### config.mk
export PLATFORM = sky130hd
export DESIGN_NAME = shift5_deser_flat
export DESIGN_NICKNAME = d
export VERILOG_FILES = /design/src/rtl/shift5_pkg.sv /design/src/rtl/shift5_deser_if.sv /design/src/rtl/shift5_deser_dff_sc.sv /design/src/rtl/shift5_deser.sv /design/src/flat_wrapper.sv
export SDC_FILE = /design/constraint.sdc
export NUM_CORES = 1
export LEC_CHECK = 0
export CAP_MARGIN = 30
export CORE_MARGIN = 8
export CORE_UTILIZATION = 52
export CTS_CLUSTER_SIZE = 16
export DETAILED_ROUTE_END_ITERATION = 7
export PLACE_DENSITY = 0.79
export SLEW_MARGIN = 10
export SYNTH_ARGS = -nofsm -noshare
export SYNTH_HDL_FRONTEND = slang
export SYNTH_SLANG_ARGS = --single-unit
### constraint.sdc
create_clock -name clk -period 1.87 [get_ports clk]
set_clock_uncertainty 0.2 [all_clocks]
set_input_delay 0.374 -clock clk [delete_from_list [all_inputs] [get_ports clk]]
set_output_delay 0.374 -clock clk [all_outputs]
set_load 0.005 [all_outputs]
### src/rtl/shift5_pkg.sv
// Shared state encoding and sizing constants for shift5_deser.
// Frame length follows SHIFT5_DESER_PARITY_EN (6 bits with trailing even parity, else 5).
package shift5_pkg;

  typedef enum logic [1:0] {
    IDLE,
    SHIFT,
    DONE
  } state_t;

  localparam int unsigned WORD_BITS = 5;

`ifdef SHIFT5_DESER_PARITY_EN
  localparam int unsigned FRAME_BITS = 6;
`else
  localparam int unsigned FRAME_BITS = 5;
`endif

  // Width of a counter that must hold max_val without overflow.
  function automatic int unsigned cnt_width(input int unsigned max_val);
    return (max_val < 2) ? 1 : $clog2(max_val + 1);
  endfunction

  localparam int unsigned BCNT_W = cnt_width(FRAME_BITS);

endpackage

### src/rtl/shift5_deser_if.sv
// Serial input / parallel word bus of shift5_deser.
// parity_err exists only when SHIFT5_DESER_PARITY_EN is defined.
interface shift5_deser_if;

  logic sin;
  logic sin_en;
  logic start;
  logic a, b, c, d, e;
  logic word_valid;
  logic busy;
  logic abort;
`ifdef SHIFT5_DESER_PARITY_EN
  logic parity_err;
`endif

  modport master (
    output sin, sin_en, start,
`ifdef SHIFT5_DESER_PARITY_EN
    input  parity_err,
`endif
    input  a, b, c, d, e, word_valid, busy, abort
  );

  modport slave (
    input  sin, sin_en, start,
`ifdef SHIFT5_DESER_PARITY_EN
    output parity_err,
`endif
    output a, b, c, d, e, word_valid, busy, abort
  );

endinterface

### src/rtl/shift5_deser_dff_sc.sv
// D flip-flop with synchronous clear and load enable.
module dff_sc (
  input  logic clk,
  input  logic clr,
  input  logic en,
  input  logic d,
  output logic q
);

  always_ff @(posedge clk) begin
    if (clr) begin
      q <= 1'b0;
    end else if (en) begin
      q <= d;
    end
  end

endmodule

### src/rtl/shift5_deser.sv
// Serial-to-parallel deserialiser: 5-bit word, MSB first, with an idle timeout inside a frame.
// Defining SHIFT5_DESER_PARITY_EN adds a trailing even-parity bit and the parity_err output.
module shift5_deser
  import shift5_pkg::*;
#(
  parameter int unsigned TIMEOUT = 15
) (
  input  logic          clk,
  input  logic          clear,
  shift5_deser_if.slave bus
);

  localparam int unsigned        TCNT_W   = cnt_width(TIMEOUT);
  localparam logic [BCNT_W-1:0]  LAST_BIT = BCNT_W'(FRAME_BITS);
  localparam logic [TCNT_W-1:0]  TLIMIT   = TCNT_W'(TIMEOUT);

  state_t               state, state_nxt;
  logic [WORD_BITS-1:0] sreg_q, sreg_d, shifted;
  logic [WORD_BITS-1:0] word_q, word_d;
  logic [BCNT_W-1:0]    bcnt_q, bcnt_d;
  logic [TCNT_W-1:0]    tcnt_q, tcnt_d;
  logic                 load;
  logic                 abort_d, abort_q;

  // Shift left by one, dropping the oldest bit.
  assign shifted = WORD_BITS'({sreg_q, bus.sin});

  always_ff @(posedge clk) begin
    if (clear) begin
      state  <= IDLE;
      bcnt_q <= '0;
      tcnt_q <= '0;
    end else begin
      state  <= state_nxt;
      bcnt_q <= bcnt_d;
      tcnt_q <= tcnt_d;
    end
  end

  always_comb begin
    state_nxt = state;
    sreg_d    = sreg_q;
    bcnt_d    = bcnt_q;
    tcnt_d    = tcnt_q;
    load      = 1'b0;
    abort_d   = 1'b0;
    if (state == DONE) begin
      state_nxt = IDLE;
    end else if (bus.start) begin
      // New frame or restart; a same-cycle strobe supplies the first bit.
      state_nxt = SHIFT;
      sreg_d    = bus.sin_en ? WORD_BITS'(bus.sin) : '0;
      bcnt_d    = BCNT_W'(bus.sin_en);
      tcnt_d    = '0;
    end else if (state == SHIFT) begin
      if (bus.sin_en) begin
        sreg_d = shifted;
        bcnt_d = bcnt_q + BCNT_W'(1);
        tcnt_d = '0;
        if (bcnt_d == LAST_BIT) begin
          state_nxt = DONE;
          load      = 1'b1;
        end
      end else begin
        tcnt_d = tcnt_q + TCNT_W'(1);
        if (tcnt_d == TLIMIT) begin
          state_nxt = IDLE;
          abort_d   = 1'b1;
        end
      end
    end
  end

  // Word register loads on the last-bit edge so it is already valid during DONE.
`ifdef SHIFT5_DESER_PARITY_EN
  logic par_d, par_q;

  assign word_d = sreg_q;
  assign par_d  = ^{sreg_q, bus.sin};

  dff_sc u_par (.clk(clk), .clr(clear), .en(load), .d(par_d), .q(par_q));

  assign bus.parity_err = par_q & (state == DONE);
`else
  assign word_d = shifted;
`endif

  for (genvar i = 0; i < WORD_BITS; i++) begin : g_bits
    dff_sc u_sreg (.clk(clk), .clr(clear), .en(1'b1), .d(sreg_d[i]), .q(sreg_q[i]));
    dff_sc u_word (.clk(clk), .clr(clear), .en(load), .d(word_d[i]), .q(word_q[i]));
  end

  dff_sc u_abort (.clk(clk), .clr(clear), .en(1'b1), .d(abort_d), .q(abort_q));

  assign bus.a          = word_q[4];
  assign bus.b          = word_q[3];
  assign bus.c          = word_q[2];
  assign bus.d          = word_q[1];
  assign bus.e          = word_q[0];
  assign bus.word_valid = (state == DONE);
  assign bus.busy       = (state != IDLE);
  assign bus.abort      = abort_q;

endmodule

### src/flat_wrapper.sv
// flat-port wrapper written by rule: the top's interface ports become plain ports
module shift5_deser_flat import shift5_pkg::*;
#(
  parameter int unsigned TIMEOUT = 15
)
  (clk, clear, bus_sin, bus_sin_en, bus_start, bus_a, bus_b, bus_c, bus_d, bus_e, bus_word_valid, bus_busy, bus_abort);
  shift5_deser_if bus_i ();
  input  logic clk;
  input  logic clear;
  input wire logic [$bits(bus_i.sin)-1:0] bus_sin;
  input wire logic [$bits(bus_i.sin_en)-1:0] bus_sin_en;
  input wire logic [$bits(bus_i.start)-1:0] bus_start;
  output wire logic [$bits(bus_i.a)-1:0] bus_a;
  output wire logic [$bits(bus_i.b)-1:0] bus_b;
  output wire logic [$bits(bus_i.c)-1:0] bus_c;
  output wire logic [$bits(bus_i.d)-1:0] bus_d;
  output wire logic [$bits(bus_i.e)-1:0] bus_e;
  output wire logic [$bits(bus_i.word_valid)-1:0] bus_word_valid;
  output wire logic [$bits(bus_i.busy)-1:0] bus_busy;
  output wire logic [$bits(bus_i.abort)-1:0] bus_abort;
  assign bus_i.sin = bus_sin;
  assign bus_i.sin_en = bus_sin_en;
  assign bus_i.start = bus_start;
  assign bus_a = bus_i.a;
  assign bus_b = bus_i.b;
  assign bus_c = bus_i.c;
  assign bus_d = bus_i.d;
  assign bus_e = bus_i.e;
  assign bus_word_valid = bus_i.word_valid;
  assign bus_busy = bus_i.busy;
  assign bus_abort = bus_i.abort;
  shift5_deser #(.TIMEOUT(TIMEOUT)) u_core (.clk(clk), .clear(clear), .bus(bus_i));
endmodule
After elaboration in Yosys (flattened, before gate mapping) --
Index checks and enable logic that the tools add are counted.
Operators by class: reductions and logical operators 12, add/sub/neg operators 2, muxes and demuxes 21, eq/ne operators 6, bitwise operators 2
Operators with widths (count):
- 4-bit two-way mux | 6
- 1-bit two-way mux | 9
- 3-bit two-way mux | 3
- 3-bit AND reduction | 3
- 2-bit nonzero test | 4
- 2-bit two-way mux | 3
- 5-bit OR reduction | 1
- 4-bit by 1-bit adder with 4-bit output (second input constant) | 1
- 4-bit equality test (second input constant) | 1
- 3-bit by 1-bit adder with 3-bit output (second input constant) | 1
- 3-bit equality test (second input constant) | 1
- 3-bit by 1-bit inequality test with 1-bit output (second input constant) | 1
- 3-bit nonzero test | 1
- 3-bit OR reduction | 1
- 2-bit by 1-bit equality test with 1-bit output (second input constant) | 1
- 2-bit equality test (second input constant) | 1
- 2-bit by 1-bit inequality test with 1-bit output (second input constant) | 1
- 1-bit NOT | 2
- 2-bit AND reduction | 1
- 2-bit OR reduction | 1
Storage, ports and cells: register bits after elaboration 19, output and inout bits 8

Logic depth before layout (Yosys ltp) --
word-level depth 7, mapped depth 6, depth with buffers taken out 6

Modules after synthesis --
A second synthesis with hierarchy kept.
Unflattened totals: cell total of the unflattened synthesis 107, area total of the unflattened synthesis 980.9 um2
By module, submodules not included:
- shift5_deser | times used 1, cells each 77, area each 643.1 um2
- dff_sc | times used 10, cells each 3, area each 33.8 um2

Worst setup path after synthesis --
No wires, ideal clock.
path kind input -> register, from input port bus_start, to register u_core.g_bits[0].u_sreg.q, data arrival time 1355 ps, cell stages on the path 6, slack 191 ps, required time 1545 ps, cell sequence buf_2 > o21ba_2 > or2_2 > clkbuf_1 > a32oi_1 > nor2_1
Between the ends: cells in the longest elaborated chain, start to end 2
Ends and longest elaborated chain:
- from (decl) | RTL line flat_wrapper.sv:12 | input wire logic [$bits(bus_i.start)-1:0] bus_start;
- 2-bit nonzero test (no source line)
- 3-bit AND reduction (no source line)
- to (signal assigned) | RTL line shift5_deser_dff_sc.sv:12 | q <= 1'b0;
- to (signal assigned) | RTL line shift5_deser_dff_sc.sv:14 | q <= d;
- to (decl) | RTL line shift5_deser_dff_sc.sv:7 | output logic q
Parallel ways exist; a longest one is shown, timed or not. A chain may end at the register's enable or synchronous reset.

Final worst setup path --
from register u_core.state[1], to register u_core.g_bits[3].u_word.q
Between the ends: cells in the longest elaborated chain, start to end 4
Ends and longest elaborated chain:
- from (decl) | RTL line shift5_deser.sv:17 | state_t state, state_nxt;
- from (signal assigned) | RTL line shift5_deser.sv:34 | state <= state_nxt;
- 2-bit by 1-bit equality test with 1-bit output | RTL line shift5_deser.sv:55 | end else if (state == SHIFT) begin
- 1-bit two-way mux | RTL line shift5_deser.sv:55
- 1-bit two-way mux | RTL line shift5_deser.sv:49 | end else if (bus.start) begin
- 1-bit two-way mux (*) | RTL line shift5_deser.sv:47 | if (state == DONE) begin
- to (signal assigned) | RTL line shift5_deser_dff_sc.sv:12
- to (signal assigned) | RTL line shift5_deser_dff_sc.sv:14
- to (decl) | RTL line shift5_deser_dff_sc.sv:7
Mark *: on every way between the ends. The rest lies on a longest branch, timed or not.

==> reports/metrics.cfg <==
[timing]
rsz0062_at_grt = no
finalSetupViolCount = 0
maxSlewViolCount = 0
tightest_slew_ns = 0.347
period_share_pct = 96.0
setup_slack_ns = 0.0745
max-slew-margin-rel_pct = 76.5
fin_crit_ns = 1.80
fmax_mhz = 557
fin_tns_setup_ns = 0
holdWs_ns = 0.289
hold_violations = 0

[global_routing]
grt_pass1_vias = 804
grt_pass1_wl_um = 3260
antenna_found_initial = 0
grt_start_max_net_pins = 12
overflow = 0
grt_util_all_layers_pct = 12.0

[logic_synthesis]
yosysMostFrequentCell = dfxtp_1
async_reset_ff_share_pct = 0
ys_seq_area_share_pct = 40.5
synth_top_area_share_pct = 40.5
netlist_top_cells_count = dfxtp_1, nor2_1, a21oi_1, inv_1, mux2i_1
ys_ff_latch = 19
synth_cell_types = 32
synth_top_cell_by_area = dfxtp_1
syn_avg_cell_area_um2 = 9.11
mappedNetlistNets = 112
netlist_area_um2 = 938
ys_warn_count = 0
yosys_most_used_dff = dfxtp_1
syn_inst = 103
synth_edf_count = 0
synth_area_leaders = dfxtp_1, mux2i_1, ha_1

[cells_and_area]
fin_area_um2 = 1210
drive_above_1_share_pct = 21.1
fin_nets = 138
area_growth_pct = 29.1
antennaDiodeCount = 0
stdcell_count = 153

[outcome]
outcome = finished clean

[detailed_routing]
wl_um = 1990
via_count = 801
ant_nets = 0
drt_iter0_markers = 14
wl_per_cell_um = 13.0
first_pass_iters = 6
route.detailed.drc = 0
vias_per_cell = 5.24

[clock_network]
clock_path_buffers = 2
cts_root_buf = clkbuf_4
cts_tree = built
clock_sinks = 19
clkLatencyLatePin_ns = 0.30
cts_max_level = 1
numCtsBuffers = 3
clk_pin_slew_ns = 0.11

[die]
ioPinCount = 13
die_w_um = 58.5
rows = 15
die_h_um = 58.5
die-area_um2 = 3420
core_um2 = 1710
start_util_pct = 54.9

[setup_path]
worst-path-buf-inv = 2
rr_worst_depth = 6
worstSetupPathType = reg2reg
rr_startpoint = u_core.state[1]
worstPathCellList = buf_6 -> or3b_4 -> nor3b_4 -> buf_6 -> mux2i_1 -> nor2_1
rr_endpoint = u_core.g_bits[3].u_word.q
cp_data_arrival_time_ns = 1.80
start_kind = flip-flop
crit_top_cell = buf_6
critPathMaxStageDelay_ns = 0.39
r2r_setup_slack_ns = 0.07
critPathSlowestCell = or3b_4
crit_fanout = 5
crit_family = simple AND/OR/NAND/NOR gates
cp.required_ns = 1.87
critPathCaptureType = flip-flop

[worst_hold_path]
hp-class = reg2reg
hold_path_depth = 1
whs_endpoint = u_core.g_bits[3].u_sreg.q
hold_start = u_core.g_bits[3].u_sreg.q

[place]
place_area_um2 = 1160
dp.cells = 148
hpwlAfterDp_um = 1540
io_buffers = 12
gp_congestion = 0.783
place_ws_ns = -0.258

[power_and_ir_drop]
p_leak_uw = 0.000496
ir_worst_vdd_v = 0.000488
power_density_nw_per_um2 = 592

[flow_run]
max-cap-violations = 0

## report_power, final
group	switching, uW	leakage, uW	internal [uW]
Sequential	6.38	0.000155	410
Clock	127	0.0000177	79.7
Combinational	44.3	0.000323	48.5
Total	178	0.000496	538
## layer usage
| metal | global-route usage (%) | wire length [um] | part of all wire [%] | up-vias |
|---|---|---|---|---|
| met5 | 0 | 0 | 0 | - |
| met4 | 4.55 | 17 | 0.85 | 0 |
| met3 | 3.26 | 72 | 3.6 | 3 |
| met2 | 21.4 | 966 | 49 | 17 |
| met1 | 12.9 | 933 | 47 | 377 |
| li1 | - | - | - | 404 |
## layout by cell type (no fill, tap or decap), drive strengths merged, types with 2 or more instances in the layout
cell type,instances
o21a,3
buf,15
a21oi,7
a22o,3
nor2b,2
nor3b,2
dfxtp,19
nor2,13
xnor2,3
o21ai,5
a211oi,2
dlygate4sd2,2
or2,2
clkbuf,3
ha,4
inv,7
clkdlybuf4s50,9
xor2,2
nand2,4
mux2i,7
## area by class of cell
class / count / area (um2)
multi-input cells: 71 / 502
fillers: 131 / 497
clock buffers: 3 / 22.5
repair buffers: 27 / 240
clock inverters: 1 / 5.00
well taps: 25 / 31.3
inverters: 7 / 26.3
flip-flops and latches: 19 / 384
## kinds of logic after synthesis
group | synth area share [%]
and+or+nand+nor | 17.9
AOI/OAI and AO/OA | 18.1
DFF | 40.5
buffers and inverters | 6.00
muxes | 7.47
xor gates and xnor gates | 4.67
adders and majority gates | 5.33
## state kept, by name, summed over array words and instances, names as in the netlist
name                    flops
u_core.state                2
u_core.g_bits.u_sreg.q      4
u_core.g_bits.u_word.q      5
u_core.bcnt_q               3
u_core.tcnt_q               4
u_core.u_abort.q            1
## how the worst max path moves through the flow
stage,from,endpoint,slack (ns),cells after the start
after CTS,u_core.state[1],u_core.g_bits[3].u_word.q,0.03,6
after global placement,bus_start,u_core.g_bits[4].u_word.q,-0.23,6
final,u_core.state[1],u_core.g_bits[3].u_word.q,0.07,6
after detailed placement,bus_start,u_core.g_bits[2].u_word.q,-0.26,6
after global routing,u_core.state[1],u_core.g_bits[3].u_word.q,0.005,6
after floorplan,bus_start,u_core.g_bits[0].u_sreg.q,0.19,6
## per-stage QoR
step | util [%] | power, uW
floorplan | - | 481
global placement | 68.2 | 518
detailed placement | 68.2 | 520
CTS | 70.3 | 720
global route | 70.9 | 751
finish | 70.9 | 717
## repair_timing
| item | 4_1_cts | 5_1_grt |
|---|---|---|
| hold buffers | 0 | 0 |
| endpoints found under the setup margin | 2 | 5 |
| pin swaps | 0 | 3 |
| gates resized for setup | 4 | 3 |
| cloned | 0 | 0 |
| buffers inserted | 1 | 0 |
(Power assumes the default switching activity.)
